File: src/rtl/mem_port_arbiter_pkg.sv
// Shared types and sizing helpers for the fetch/data memory-port arbiter.
package mem_arb_pkg;

    typedef enum logic [1:0] {ARB_IDLE, ARB_REQ, ARB_RSP} arb_state_t;
    typedef enum logic {OWN_IF, OWN_D} arb_owner_t;

    localparam int unsigned STARVE_LIMIT_DEF = 4;
    localparam int unsigned STARVE_CNT_W     = $clog2(STARVE_LIMIT_DEF + 1);

    // Counter must hold the value STARVE_LIMIT itself, hence +1.
    function automatic int unsigned starve_cnt_w(input int unsigned lim);
        return $clog2(lim + 1);
    endfunction

endpackage

File: src/rtl/mem_port_arbiter_prio_pick.sv
// Combinational winner selection: data has priority unless fetch is starving.
module arb_prio_pick (
    input  logic if_valid_i,
    input  logic d_valid_i,
    input  logic starve_hit_i,
    output logic any_valid_o,
    output logic pick_d_o
);
    assign any_valid_o = if_valid_i | d_valid_i;
    assign pick_d_o    = d_valid_i & ~(if_valid_i & starve_hit_i);
endmodule

File: src/rtl/mem_port_arbiter.sv
// Shares one memory port between instruction fetch and data access, one transaction in flight.
module mem_port_arbiter
    import mem_arb_pkg::*;
#(
    parameter int unsigned ADDR_W       = 64,
    parameter int unsigned DATA_W       = 64,
    parameter int unsigned STARVE_LIMIT = 4
) (
    input  logic              clk_i,
    input  logic              rst_ni,
    input  logic              if_req_valid_i,
    output logic              if_req_ready_o,
    input  logic [ADDR_W-1:0] if_addr_i,
    output logic              if_rsp_valid_o,
    output logic [DATA_W-1:0] if_rdata_o,
    input  logic              d_req_valid_i,
    output logic              d_req_ready_o,
    input  logic [ADDR_W-1:0] d_addr_i,
    input  logic              d_we_i,
    input  logic [DATA_W-1:0] d_wdata_i,
    output logic              d_rsp_valid_o,
    output logic [DATA_W-1:0] d_rdata_o,
    output logic              mem_req_valid_o,
    input  logic              mem_req_ready_i,
    output logic [ADDR_W-1:0] mem_addr_o,
    output logic              mem_we_o,
    output logic [DATA_W-1:0] mem_wdata_o,
    input  logic              mem_rsp_valid_i,
    input  logic [DATA_W-1:0] mem_rdata_i
);
    localparam int unsigned CNT_W = starve_cnt_w(STARVE_LIMIT);
    localparam logic [CNT_W-1:0] CNT_MAX = CNT_W'(STARVE_LIMIT);

    arb_state_t        state_q, state_d;
    arb_owner_t        owner_q;
    logic [ADDR_W-1:0] addr_q;
    logic              we_q;
    logic [DATA_W-1:0] wdata_q;
    logic [CNT_W-1:0]  cnt_q;
    logic              if_rsp_q, d_rsp_q;
    logic [DATA_W-1:0] if_rdata_q, d_rdata_q;

    logic any_valid, pick_d, starve_hit, grant;

    assign starve_hit = (cnt_q == CNT_MAX);

    arb_prio_pick u_pick (
        .if_valid_i   (if_req_valid_i),
        .d_valid_i    (d_req_valid_i),
        .starve_hit_i (starve_hit),
        .any_valid_o  (any_valid),
        .pick_d_o     (pick_d)
    );

    assign grant = (state_q == ARB_IDLE) && any_valid;

    always_ff @(posedge clk_i) begin
        if (!rst_ni) state_q <= ARB_IDLE;
        else         state_q <= state_d;
    end

    always_comb begin
        state_d = state_q;
        unique case (state_q)
            ARB_IDLE: if (any_valid)       state_d = ARB_REQ;
            ARB_REQ:  if (mem_req_ready_i) state_d = ARB_RSP;
            ARB_RSP:  if (mem_rsp_valid_i) state_d = ARB_IDLE;
            default:                       state_d = ARB_IDLE;
        endcase
    end

    always_comb begin
        if_req_ready_o  = grant & ~pick_d;
        d_req_ready_o   = grant & pick_d;
        mem_req_valid_o = (state_q == ARB_REQ);
    end

    // Request latch and starvation bookkeeping happen only on an IDLE grant.
    always_ff @(posedge clk_i) begin
        if (!rst_ni) begin
            owner_q <= OWN_IF;
            addr_q  <= '0;
            we_q    <= 1'b0;
            wdata_q <= '0;
            cnt_q   <= '0;
        end else if (grant) begin
            if (pick_d) begin
                owner_q <= OWN_D;
                addr_q  <= d_addr_i;
                we_q    <= d_we_i;
                wdata_q <= d_wdata_i;
                if (!if_req_valid_i)   cnt_q <= '0;
                else if (!starve_hit)  cnt_q <= cnt_q + 1'b1;
            end else begin
                owner_q <= OWN_IF;
                addr_q  <= if_addr_i;
                we_q    <= 1'b0;
                wdata_q <= '0;
                cnt_q   <= '0;
            end
        end
    end

    // Responses are only honoured in RSP, so stale ones after reset are dropped.
    always_ff @(posedge clk_i) begin
        if (!rst_ni) begin
            if_rsp_q   <= 1'b0;
            d_rsp_q    <= 1'b0;
            if_rdata_q <= '0;
            d_rdata_q  <= '0;
        end else begin
            if_rsp_q <= 1'b0;
            d_rsp_q  <= 1'b0;
            if (state_q == ARB_RSP && mem_rsp_valid_i) begin
                if (owner_q == OWN_D) begin
                    d_rsp_q   <= 1'b1;
                    d_rdata_q <= mem_rdata_i;
                end else begin
                    if_rsp_q   <= 1'b1;
                    if_rdata_q <= mem_rdata_i;
                end
            end
        end
    end

    assign mem_addr_o     = addr_q;
    assign mem_we_o       = we_q;
    assign mem_wdata_o    = wdata_q;
    assign if_rsp_valid_o = if_rsp_q;
    assign if_rdata_o     = if_rdata_q;
    assign d_rsp_valid_o  = d_rsp_q;
    assign d_rdata_o      = d_rdata_q;

endmodule

File: config.mk
export PLATFORM = sky130hd
export DESIGN_NAME = mem_port_arbiter
export DESIGN_NICKNAME = d
export VERILOG_FILES = /design/src/rtl/mem_port_arbiter_pkg.sv /design/src/rtl/mem_port_arbiter_prio_pick.sv /design/src/rtl/mem_port_arbiter.sv
export SDC_FILE = /design/constraint.sdc
export NUM_CORES = 1
export LEC_CHECK = 0
export CORE_AREA = 2 2 204 206
export DETAILED_ROUTE_END_ITERATION = 8
export DIE_AREA = 0 0 206 208
export GPL_TIMING_DRIVEN = 1
export PLACE_DENSITY = 0.52
export SLEW_MARGIN = 20
export SYNTH_ARGS = -nofsm -noshare
export SYNTH_HDL_FRONTEND = slang
export SYNTH_SLANG_ARGS = --single-unit
File: constraint.sdc
create_clock -name clk_i -period 3.9 [get_ports clk_i]
set_input_delay 0.975 -clock clk_i [delete_from_list [all_inputs] [get_ports clk_i]]
set_output_delay 0.975 -clock clk_i [all_outputs]
set_load 0.1 [all_outputs]
# Word-level counts from Yosys, hierarchy flattened
# Cells that the tools add are included.
dict set report totals {
  regBits 265
  out_inout_bits 262
}
dict set report classes {
  n_addsub 1
  n_eq_ne 7
  muxes 13
  n_bitwise 8
  reduce_logical 8
}
# operator n
set op_table {}
lappend op_table {{64-bit two-way mux} 2}
lappend op_table {{3-bit two-way mux} 3}
lappend op_table {{2-bit AND reduction} 4}
lappend op_table {{2-bit two-way mux} 3}
lappend op_table {{2-bit one-hot mux with 3 select lines} 1}
lappend op_table {{1-bit AND} 4}
lappend op_table {{1-bit two-way mux} 4}
lappend op_table {{2-bit != test, second input constant} 2}
lappend op_table {{3-bit by 1-bit adder with 3-bit output, second input constant} 1}
lappend op_table {{3-bit equality test, second input constant} 1}
lappend op_table {{3-bit != test, second input constant} 1}
lappend op_table {{1-bit NOT} 3}
lappend op_table {{3-bit AND reduction} 1}
lappend op_table {{2-bit by 1-bit equality test with 1-bit output, second input constant} 1}
lappend op_table {{2-bit equality test, second input constant} 1}
lappend op_table {{1-bit logical AND} 2}
lappend op_table {{2-bit logical NOT} 1}
lappend op_table {{2-bit by 1-bit != test with 1-bit output, second input constant} 1}
lappend op_table {{1-bit OR} 1}

# Longest topological paths before layout
# Gate-level depths: netlist of run 1.
dict set report logic_depth {
  word_depth 6
  depth_mapped 7
  depth_no_buf 5
}

# By module
# Synthesis of run 1 repeated with hierarchy kept, for this count alone.
dict set report hier_totals {
  hier_cells 1116
  hier_area_um2 9754.4
}
# module instances cells_per_inst area_each_um2 seq_area_each_um2
set by_module_without_submodules {}
lappend by_module_without_submodules {mem_port_arbiter 1 1114 9740.6 5305.1}
lappend by_module_without_submodules {arb_prio_pick 1 2 13.8 0.0}

# Worst setup path before layout of run 1
# Ideal clock, no wire load.
dict set report synth_path {
  path_type {input -> output}
  start {input d_req_valid_i}
  end {output if_req_ready_o}
  arrival_ns 2.387
  required_ns 2.925
  path_slack_ns 0.538
  stages 4
  n_path_buf 2
  path_cell_list {a21bo_2 > buf_2 > buf_1 > and2_1}
}
dict set report synth_between {
  elab_chain_cells 3
}
# element line_no
set synth_rtl {}
lappend synth_rtl {{start, declared} mem_port_arbiter.sv:16} ;# input logic d_req_valid_i,
lappend synth_rtl {{1-bit OR / 1-bit AND (equally long branches)} {mem_port_arbiter_prio_pick.sv:9, mem_port_arbiter_prio_pick.sv:10}}
lappend synth_rtl {{1-bit logical AND / 1-bit NOT (equally long branches)} {mem_port_arbiter.sv:55, mem_port_arbiter.sv:73}}
lappend synth_rtl {{1-bit AND *} mem_port_arbiter.sv:73} ;# if_req_ready_o = grant & ~pick_d;
lappend synth_rtl {{end, declared} mem_port_arbiter.sv:12} ;# output logic if_req_ready_o,
# Mark *: on every way between the ends. The rest lies on a longest branch, timed or not.

# Worst setup path after layout of run 1
dict set report layout_path {
  start {input if_req_valid_i}
  end {output if_req_ready_o}
}
dict set report layout_between {
  elab_chain_cells 5
}
# element line_no
set layout_rtl {}
lappend layout_rtl {{start, declared} mem_port_arbiter.sv:11} ;# input logic if_req_valid_i,
lappend layout_rtl {{1-bit AND} mem_port_arbiter_prio_pick.sv:10} ;# assign pick_d_o = d_valid_i & ~(if_valid_i & starve_hit_i);
lappend layout_rtl {{1-bit NOT} mem_port_arbiter_prio_pick.sv:10}
lappend layout_rtl {{1-bit AND} mem_port_arbiter_prio_pick.sv:10}
lappend layout_rtl {{1-bit NOT} mem_port_arbiter.sv:73}
lappend layout_rtl {{1-bit AND *} mem_port_arbiter.sv:73}
# Marked as above.

==> results of run 1 <==
## synthesized netlist by cell type, drive strengths merged
cell | count | area [um2]
nand4bb | 1 | 11.26
nand4 | 3 | 18.77
clkbuf | 60 | 234.0
inv | 4 | 15.01
nor2 | 7 | 33.78
a31oi | 65 | 406.6
nand4b | 2 | 17.52
nor2b | 2 | 12.51
and4b | 1 | 10.01
nand3 | 194 | 970.9
a21oi | 196 | 980.9
and2 | 1 | 6.260
a22oi | 1 | 7.510
buf | 69 | 420.4
or2 | 1 | 6.260
dfxtp | 265 | 5305
ha | 2 | 25.02
nor4bb | 1 | 10.01
a21bo | 1 | 10.01
o21ai | 133 | 665.6
nor3b | 2 | 25.02
nand2 | 258 | 968.4
o21a | 1 | 7.510
## where the power goes
part           internal, mW  switching (mW)
sequential             2.82          0.0665
combinational         0.547            1.27
clock                  1.99            1.24
## area by class of cell
cell class | instances | area, um2 | share of cell area
well taps | 532 | 665.6 | 0.03937
inverters | 4 | 22.52 | 0.001332
flip-flops and latches | 265 | 5305 | 0.3137
clock inverters | 10 | 131.4 | 0.007770
diodes | 8 | 20.02 | 0.001184
multi-input cells | 872 | 4254 | 0.2516
clock buffers | 50 | 1005 | 0.05942
repair buffers | 545 | 5505 | 0.3256
## state kept, by name (all words and copies together) (netlist names)
register        cells
owner_q             1
if_rdata_o         64
mem_we_o            1
d_rsp_valid_o       1
state_q             2
mem_wdata_o        64
if_rsp_valid_o      1
cnt_q               3
d_rdata_o          64
mem_addr_o         64
## how the worst max path moves through the flow
stage / start / end / slack, ns / depth (start not counted)
after floorplan: d_req_valid_i / if_req_ready_o / 0.54 / 4
after global placement: d_req_valid_i / d_req_ready_o / 0.50 / 5
after detailed placement: if_req_valid_i / if_req_ready_o / 0.51 / 4
after CTS: d_req_valid_i / d_req_ready_o / 0.51 / 5
after global routing: if_req_valid_i / if_req_ready_o / 0.45 / 4
final: if_req_valid_i / if_req_ready_o / 0.51 / 4
## cell families (layout without fill, tap and decap cells)
| family | count (synthesis) | count (layout) |
|---|---|---|
| flip-flops | 265 | 265 |
| AO/OA/AOI/OAI | 397 | 397 |
| adder cells (fa/ha/maj) | 2 | 2 |
| buffers and inverters | 133 | 609 |
| AND/OR/NAND/NOR | 473 | 473 |
| other | 0 | 8 |
## critical path: stages
cell             delay [ns]
clkdlybuf4s50_1        0.69
nor3b_4                0.25
and2_1                 0.29
buf_12                 0.21
## stage by stage
stage,setup slack (ns),hold WS [ns],instance area [um2]
global route,0.4486,0.4677,16910
floorplan,0.5383,0.4711,10170
detailed placement,0.5051,0.4462,15750
CTS,0.5059,0.4541,16890
global placement,0.5045,0.4416,15750
finish,0.5077,0.4510,16910
## layer usage
metal  GRT usage  wire [um]  up-vias
li1            -          -     5334
met1      0.2378      17520     5177
met2      0.3181      20800      430
met3     0.07112       4079       72
met4     0.07734       1361        0
met5           0          0        -
==> impl_metrics.yaml, run 1 <==
outcome:
  status: "finished clean"
synth:
  yosysSeqAreaShare: 0.5217
  synth_top_family_by_area: "simple AND/OR/NAND/NOR gates"
  syn_area_mm2: 0.01017
  synth_compound_area_frac: 0.2044
  synth_adder_area_share: 0.002461
  synth_warnings: 0
  synth_xor_area_frac: 0
  avgSynthCellArea_um2: 8.007
  ys_seq_elements: 265
  synth_cell_types: 29
  yosys.area_share.simple: 0.2056
  synth_mux_area_frac: 0
  syn_inst: 1270
  syn_nets: 1535
route:
  drt-total-wl_mm: 43.77
  drt_iter0_drc: 658
  drt_first_pass_iters: 5
  ant_nets: 0
  post_drt_wl_per_cell_um: 19.15
  route.detailed.drc: 0
  via_count: 11010
  routed_via_density: 4.818
layout:
  nets: 1987
  final_core_utilization: 0.4169
  final_cells: 2286
  areaGrowthSynthToFinish_pct: 66.29
  final_common_cell: "clkdlybuf4s50_1"
  fillCellCount: 4128
  layout_common_cells: "clkdlybuf4s50_1 (515), dfxtp_1 (265), nand2_1 (258), a21oi_1 (196), nand3_1 (193)"
  drive_gt1_frac: 0.05155
clocking:
  clockBufferDepth: 3
  cts_root_buffer: "clkbuf_16"
  cts_resized: 0
  cts_buffers: 34
  cts_hold_buf: 0
  post_cts_buffers: 0
  clkLatencyLatePin_ns: 0.53
  clkTransAtPathRegs_ns: 0.06
  cts_tree: "done"
  clock_sinks: 265
  htree_levels: 2
worst_setup_path:
  worstPathArrival_ns: 2.42
  critical_path_required_ns: 2.92
  regToRegStartpoint: "state_q[1]"
  rr_endpoint: "mem_addr_o[1]"
  start_kind: "primary input"
  critical_path_class: "in -> out"
  crit_fanout: 7
  r2r_slack_ns: 1.73
  ff2ff_path_depth: 4
  crit_path_end_kind: "output port"
global_route:
  grt_pass1_vias: 10790
  track_usage: 0.1972
  grt_pass1_wl_mm: 65.78
  antenna_found_initial: 7
  grt_overflow_total: 0
  grt_max_degree: 134
placement:
  hpwl_mm: 29.27
  placement.io_buffers: 524
  gp_congestion: 0.8715
  placed_cells: 2218
sta:
  relSlewSlack: 0.2747
  tns_ns: 0
  rsz0062_at_grt: "no"
  drv_slew: 0
  skew_ns: 0.01710
  tightestPinTransition_ns: 1.085
  finalHoldViolCount: 0
  period_share: 0.8698
  max_freq_mhz: 294.8
  finalSetupViolations: 0
  fin_crit_ns: 3.392
floorplanning:
  die-area_mm2: 0.04285
  start_util: 0.2507
  die_h_um: 208
  die_w_um: 206
  pin_count: 525
  row_count: 74
  core_mm2: 0.04055
hold_path:
  hold_path_end: "d_rdata_o[7]"
  holdPathStages: 2
  hold_start: "d_rdata_o[7]"
  hold_class: "reg -> reg"
run:
  cap_violations: 0
power:
  peakVddDrop_v: 0.0002530
  report.power.total_mw: 7.933
  p_leak_nw: 5.639
  power.density_mw_per_mm2: 469.1
Power figures use the tool's default switching activity.
==> run 2, diff against run 1 <==
Settings changed: CTS_CLUSTER_DIAMETER from default to 30, PLACE_DENSITY 0.52 to default, PLACE_DENSITY_LB_ADDON from default to 0.1.
==> impl_metrics.yaml, run 2 (synthesis results as in run 1) <==
clocking:
  cts_root_buffer: "clkbuf_16"
  post_cts_buffers: 0
  cts_resized: 0
  htree_levels: 3
  clkTransAtPathRegs_ns: 0.04
  cts_hold_buf: 0
  clockBufferDepth: 3
  clkLatencyLatePin_ns: 0.57
  cts_tree: "done"
  clock_sinks: 265
  cts_buffers: 82
layout:
  final_cells: 2367
  design_area_mm2: 0.01858
  final_common_cell: "clkdlybuf4s50_1"
  nets: 2031
  areaGrowthSynthToFinish_pct: 82.72
  drive_gt1_frac: 0.09076
  layout_common_cells: "clkdlybuf4s50_1 (518), dfxtp_1 (265), nand2_1 (258), a21oi_1 (196), nand3_1 (193)"
worst_setup_path:
  critical_path_required_ns: 2.92
  crit_chain: "clkdlybuf4s50_1, nor3b_4, and2_1, buf_12"
  crit_slowest_cell: "clkdlybuf4s50_1"
  worstPathArrival_ns: 2.39
  crit_path_end_kind: "output port"
  critical_path_class: "in -> out"
  crit_fanout: 7
  start_kind: "primary input"
  cp_slowest_stage_delay_ns: 0.71
route:
  drt_iter0_drc: 565
  drt_first_pass_iters: 7
  via_count: 11300
  ant_nets: 0
  routed_via_density: 4.774
  drt-total-wl_mm: 44.80
  post_drt_wl_per_cell_um: 18.93
  route.detailed.drc: 0
outcome:
  status: "finished clean"
hold_path:
  hold_class: "reg -> reg"
sta:
  skew_ns: 0.01961
  fin_crit_ns: 3.362
  period_share: 0.8621
  relSlewSlack: 0.2782
  drv_slew: 0
  finalHoldViolCount: 0
  max_freq_mhz: 297.4
  rsz0062_at_grt: "no"
  tns_ns: 0
  finalSetupViolations: 0
  tightestPinTransition_ns: 1.079
power:
  power.density_mw_per_mm2: 612.7
  report.power.total_mw: 11.38
  peakVddDrop_v: 0.0003259
  p_leak_nw: 6.456
global_route:
  antenna_found_initial: 6
  track_usage: 0.2008
  grt_pass1_wl_mm: 67.25
  grt_pass1_vias: 11260
  grt_overflow_total: 0
  grt_max_degree: 134
floorplanning:
  die-area_mm2: 0.04285
  die_w_um: 206
  row_count: 74
  die_h_um: 208
  core_mm2: 0.04055
  start_util: 0.2507
  pin_count: 525
placement:
  placed_cells: 2214
  placement.io_buffers: 524
  hpwl_mm: 28.23
  gp_congestion: 0.8118
  dpl-instance-area_mm2: 0.01574
run:
  cap_violations: 0
## run 2: power breakdown
group	internal [mW]	switching (mW)	leakage, nW	total, mW
sequential	2.84	0.0625	2.16	2.90
combinational	0.547	1.27	2.91	1.82
clock	4.84	1.83	1.39	6.67
total	8.23	3.16	6.46	11.4
## run 2: worst max-delay path, delay by kind of cell
family        cells  cell delay [ns]
buf+inv           2             0.91
simple gates      2             0.49
## run 2: final cells by class
class / instances / area, um2
well taps: 532 / 665.6
clock buffers: 118 / 2430
clock inverters: 29 / 392.9
inverters: 4 / 22.52
flip-flops and latches: 265 / 5305
fillers: 4016 / 21970
multi-input cells: 872 / 4254
repair buffers: 541 / 5495
diodes: 6 / 15.01
## run 2: per-layer routing
metal  track usage  part of all wire  up-vias
li1              -                 -     5446
met1        0.2400              0.41     5346
met2        0.3227              0.47      428
met3       0.07425             0.092       79
met4       0.08325             0.025        0
met5             0                 0        -
## run 2: worst paths after layout
kind,start,to,slack [ns],cells after the start
worst max register to register,state_q[1],mem_wdata_o[19],1.77,4
worst min-delay path,d_rdata_o[14],d_rdata_o[14],0.45,2
worst min register to register,d_rdata_o[14],d_rdata_o[14],0.45,2
worst max-delay path,if_req_valid_i,if_req_ready_o,0.54,4
## run 2: per-stage QoR
stage               setup WS, ns    util  hold WS [ns]
global route              0.4700  0.4582        0.4639
detailed placement        0.5317  0.3882        0.4453
floorplan                 0.5383       -        0.4711
CTS                       0.5284  0.4578        0.4509
global placement          0.5391  0.3882        0.4414
finish                    0.5376  0.4582        0.4475
